## src/rtl/int_call_responder.sv

```systemverilog
// Handshake-driven callee for int f(int a, int b) = a*b mod 2^WIDTH, one shift-add step per cycle.
// Optional completed-call counter port call_count is compiled in with INT_CALL_RESPONDER_COUNT_EN.
//
// state | meaning
// IDLE  | waiting for a request, req_ready high
// CALC  | WIDTH shift-add iterations, busy high
// DONE  | return value presented until taken
module int_call_responder #(
  parameter int WIDTH = 32,
  parameter int CNT_W = 16
) (
  input  logic             clk,
  input  logic             rst,
  input  logic             req_valid,
  output logic             req_ready,
  input  logic [WIDTH-1:0] arg1,
  input  logic [WIDTH-1:0] arg2,
  output logic             rsp_valid,
  input  logic             rsp_ready,
  output logic [WIDTH-1:0] ret,
  output logic             busy
`ifdef INT_CALL_RESPONDER_COUNT_EN
  ,
  output logic [CNT_W-1:0] call_count
`endif
);

  localparam int BW = $clog2(WIDTH);

  if (WIDTH < 2 || WIDTH > 64 || CNT_W < 1) begin : g_bad_param
    $error("int_call_responder: WIDTH must be 2..64 and CNT_W at least 1");
  end

  typedef enum logic [1:0] {IDLE, CALC, DONE} state_t;

  state_t           state;
  logic [WIDTH-1:0] acc;
  logic [WIDTH-1:0] mcand;
  logic [WIDTH-1:0] mplr;
  logic [BW-1:0]    bit_cnt;
  logic [WIDTH-1:0] acc_next;

  // Low WIDTH bits of a two's-complement product need no sign correction.
  assign acc_next = mplr[0] ? acc + mcand : acc;

  always_ff @(posedge clk) begin
    if (rst) begin
      state     <= IDLE;
      acc       <= '0;
      mcand     <= '0;
      mplr      <= '0;
      bit_cnt   <= '0;
      req_ready <= 1'b1;
      rsp_valid <= 1'b0;
      ret       <= '0;
      busy      <= 1'b0;
    end else begin
      case (state)
        IDLE: begin
          if (req_valid) begin
            mcand     <= arg1;
            mplr      <= arg2;
            acc       <= '0;
            bit_cnt   <= '0;
            req_ready <= 1'b0;
            busy      <= 1'b1;
            state     <= CALC;
          end
        end
        CALC: begin
          acc     <= acc_next;
          mcand   <= mcand << 1;
          mplr    <= mplr >> 1;
          bit_cnt <= bit_cnt + 1'b1;
          if (bit_cnt == BW'(WIDTH - 1)) begin
            ret       <= acc_next;
            rsp_valid <= 1'b1;
            busy      <= 1'b0;
            state     <= DONE;
          end
        end
        DONE: begin
          if (rsp_ready) begin
            rsp_valid <= 1'b0;
            req_ready <= 1'b1;
            state     <= IDLE;
          end
        end
        default: begin
          state     <= IDLE;
          req_ready <= 1'b1;
          rsp_valid <= 1'b0;
          busy      <= 1'b0;
        end
      endcase
    end
  end

`ifdef INT_CALL_RESPONDER_COUNT_EN
  // Counts handshakes only, so aborted calls never reach it.
  always_ff @(posedge clk) begin
    if (rst) begin
      call_count <= '0;
    end else if (state == DONE && rsp_ready) begin
      call_count <= call_count + 1'b1;
    end
  end
`endif

endmodule

```

## config.mk

```make
export PLATFORM = sky130hd
export DESIGN_NAME = int_call_responder
export DESIGN_NICKNAME = d
export VERILOG_FILES = /design/src/rtl/int_call_responder.sv
export SDC_FILE = /design/constraint.sdc
export NUM_CORES = 1
export LEC_CHECK = 0
export CAP_MARGIN = 10
export CORE_MARGIN = 2
export CORE_UTILIZATION = 52
export CTS_BUF_LIST = sky130_fd_sc_hd__clkbuf_8
export DETAILED_ROUTE_END_ITERATION = 10
export PLACE_DENSITY_LB_ADDON = 0.1
export SLEW_MARGIN = 20
export SYNTH_ARGS = -nofsm -noshare
export SYNTH_HDL_FRONTEND = slang
export SYNTH_SLANG_ARGS = --single-unit
```

## constraint.sdc

```tcl
create_clock -name clk -period 2.45 [get_ports clk]
set_clock_uncertainty 0.05 [all_clocks]
set_input_delay 0.735 -clock clk [delete_from_list [all_inputs] [get_ports clk]]
set_output_delay 0.735 -clock clk [all_outputs]
set_load 0.01 [all_outputs]
```

==> results.txt <==
----------------------------------------------------
[Clock network]
  Number of buffers added by the clock tree synthesis step ... 17
  CTS Root Buffer Type ... clkbuf_8
  Clock tree from TritonCTS ... yes
  Clock edge transition at the registers on the reported setup and hold paths ... 0.09 ns
  Source-to-sink clock delay at the later pin of the worst-skew pair ... 0.46 ns
  CTS H-tree depth ... 4
  Count of clock tree sinks ... 138
  Clock Path Buffers ... 2

[Worst setup path]
  Data arrival at the endpoint of the critical path ... 3.01 ns
  Launching instance or port of the critical path ... mcand[0]
  Category of the critical setup timing path ... flop to flop
  Top fanout value on the critical path ... 3
  Launching point of the worst reg2reg path ... mcand[0]
  Type of element launching the critical path ... flop
  Data required time at the worst endpoint ... 2.75 ns
  Crit. End Element ... flop

[Yosys]
  Synth area leaders ... dfxtp_1, o221a_2, a2bb2oi_1, nor2_1, ha_1
  Main synth FF type ... dfxtp_1
  Post-synthesis instance area ... 7889 µm²
  Post-synthesis instance total ... 912
  Area share of the leading cell type in the synthesized netlist ... 0.3502
  Number of enable flip-flop cells after synthesis ... 0
  Synth warnings ... 0
  Cell taking the most area after synthesis ... dfxtp_1
  Number of nets produced by synthesis ... 1014
  Flop and latch count out of synthesis ... 138
  Syn avg cell area ... 8.650 µm²
  Fraction of registers with async set or reset after synthesis ... 0
  Sequential-to-total area share from yosys stat ... 0.3502
  Count of unique library cells instantiated by Yosys ... 83

[Timing]
  Number of hold violations in the final report ... 0
  Final period util ... 1.105
  Max frequency ... 369.3 MHz
  Min cycle time layout ... 2.708 ns
  RSZ-0062 raised after global routing ... yes
  Actual slew at the worst max-slew pin ... 0.7572 ns
  Post-route worst hold slack ... 0.4189 ns
  Worst slew slack as a fraction of its limit ... 0.4952
  Crit path setup slack, layout ... -0.2580 ns
  Final setup violating endpoints ... 21
  Number of max-slew violations in the final report ... 0

[Global route]
  First-pass GRT wire length ... 40300 µm
  All-Layer GR Usage ... 0.3087
  Total congestion overflow after global routing ... 0
  Largest net degree at the start of global routing ... 68
  Antenna violations before repair ... 0
  Number of global-route vias before repair ... 8091

[Run]
  Max-cap violations ... 0

[Final layout]
  Commonest cells after routing, fill and taps aside ... buf_4, nor2_1, dfxtp_1, clkdlybuf4s50_1, a2bb2oi_1
  Total Nets Final ... 1196
  Post-synthesis to final-layout area growth ... 38.76%
  Share of layout cells above drive strength 1 ... 0.3243
  Core utilization of the finished layout ... 0.7282
  Leading cell type in the layout, fill and taps excluded ... buf_4
  Antenna cells ... 0

[Route]
  DRC violations left ... 0
  Average vias per placed instance ... 6.217
  Drt wl/cell ... 19.89 µm
  Pre-Repair DR Iteration Count ... 5
  Detailed Route WL ... 25760 µm
  DRT antenna net count ... 0
  Initial detailed-routing violation count ... 685
  Total via count in the routed design ... 8051

[Power]
  Total leakage power ... 4.509 nW
  Power density of the placed cells ... 521.7 nW/µm²
  Peak supply drop ... 0.3692 mV

[Worst hold path]
  Worst min-delay path class ... flop to flop
  Worst Hold Launch ... ret[8]

[Floorplanning]
  FP Rows ... 45
  Number of top-level pins ... 103
  Die Area ... 16170 µm²
  Die width ... 127.2 µm
  Core ar. ... 15030 µm²
  Starting density of the core ... 0.5248
  Die height ... 127.2 µm

[Outcome]
  Result of the run ... finished, violations left
  Failing checks ... negative setup slack

[Placed design]
  Number of port buffers ... 102
  Weighted congestion reported at the end of routability-driven placement ... 0.9820
  HPWL after detailed placement ... 17040 µm

----------------------------------------------------
==> path summary, 6_finish.rpt <==
| path | to | slack [ns] | cells past startpoint |
|---|---|---|---|
| min | ret[8] | 0.42 | 2 |
| max reg2reg | ret[18] | -0.26 | 10 |
| max | ret[18] | -0.26 | 10 |
| min reg2reg | ret[8] | 0.42 | 2 |
==> per-layer routing <==
layer	part of all wire	global-route usage	vias to the layer above	wire length [µm]
li1	-	-	3779	-
met5	0	0	-	0
met2	0.48	0.5294	304	12420
met3	0.064	0.06030	63	1656
met1	0.43	0.3886	3905	11050
met4	0.025	0.1086	0	637
==> cells in the mapped netlist (4+ instances only) <==
cell,n
a211oi_1,11
a21o_1,13
a21oi_1,68
a22o_1,8
a22oi_1,21
a2bb2oi_1,61
a31oi_1,7
and2_1,4
and3_1,5
buf_1,10
buf_6,8
clkbuf_1,57
dfxtp_1,138
ha_1,33
inv_1,15
mux2i_1,9
nand2_1,49
nand2b_1,4
nand3_1,9
nand4_1,4
nor2_1,136
nor3_1,20
o211ai_1,8
o21ai_0,31
o21ai_1,5
o21bai_1,10
o221a_2,60
o31a_1,5
or3_1,6
xnor2_1,22
==> where the power goes <==
group          switching [mW]  total, mW  internal (mW)
sequential              0.106       2.47           2.36
clock                    1.02       2.01          0.987
combinational           0.593       1.24          0.647
==> layout make-up <==
type	count	area [µm²]
Multi-Input combinational cell	674	5290
Tap cell	188	235.2
Clock inverter	13	155.1
Sequential cell	138	2789
Clock buffer	19	261.5
Timing Repair Buffer	247	2156
Fill cell	1163	4086
Inverter	16	60.06
==> logic make-up (layout without fill, tap and decap cells) <==
kind of cell / count (synthesis) / in the layout / synth area share
AOI/OAI and AO/OA: 344 / 344 / 0.3439
and+or+nand+nor: 260 / 260 / 0.1478
DFF: 138 / 138 / 0.3502
buffers and inverters: 100 / 295 / 0.06043
adders and majority gates: 34 / 34 / 0.05488
xor gates and xnor gates: 24 / 24 / 0.02665
muxes: 12 / 12 / 0.01618
==> metrics by stage <==
step | cells | instance area, µm² | worst slack, ns | power, mW | TNS (ns)
finish | 1295 | 10950 | -0.2580 | 5.710 | -2.202
floorplan | 912 | 7949 | -0.04548 | 3.179 | -0.05706
global placement | 1249 | 9809 | -0.1556 | 3.596 | -1.531
global route | 1295 | 10950 | -0.3655 | 5.930 | -4.721
detailed placement | 1249 | 9809 | -0.2412 | 3.631 | -2.703
CTS | 1286 | 10540 | -0.1613 | 5.669 | -0.7837
==> critical path, cell delays in order, from the launching register on <==
cell	delay, ns
dfxtp_2	0.36
ha_4	0.15
fa_2	0.23
a211oi_2	0.09
or2_4	0.27
a211oi_4	0.29
a41oi_2	0.20
o21a_1	0.27
o31a_1	0.32
xnor2_2	0.15
o31a_1	0.23
==> flip-flops by register name (all words and copies together), names as in the netlist <==
signal	count
mplr	32
state	2
req_ready	1
busy	1
bit_cnt	5
acc	32
mcand	32
ret	32
rsp_valid	1
==> what timing repair did <==
| item | CTS | global route |
|---|---|---|
| gates cloned | 0 | 0 |
| setup buffers | 7 | 11 |
| setup endpoints to repair | 34 | 45 |
| pin swaps | 17 | 42 |
| hold buffers | 0 | 0 |
| resized for setup | 41 | 73 |
Power figures use the tool's default switching activity.
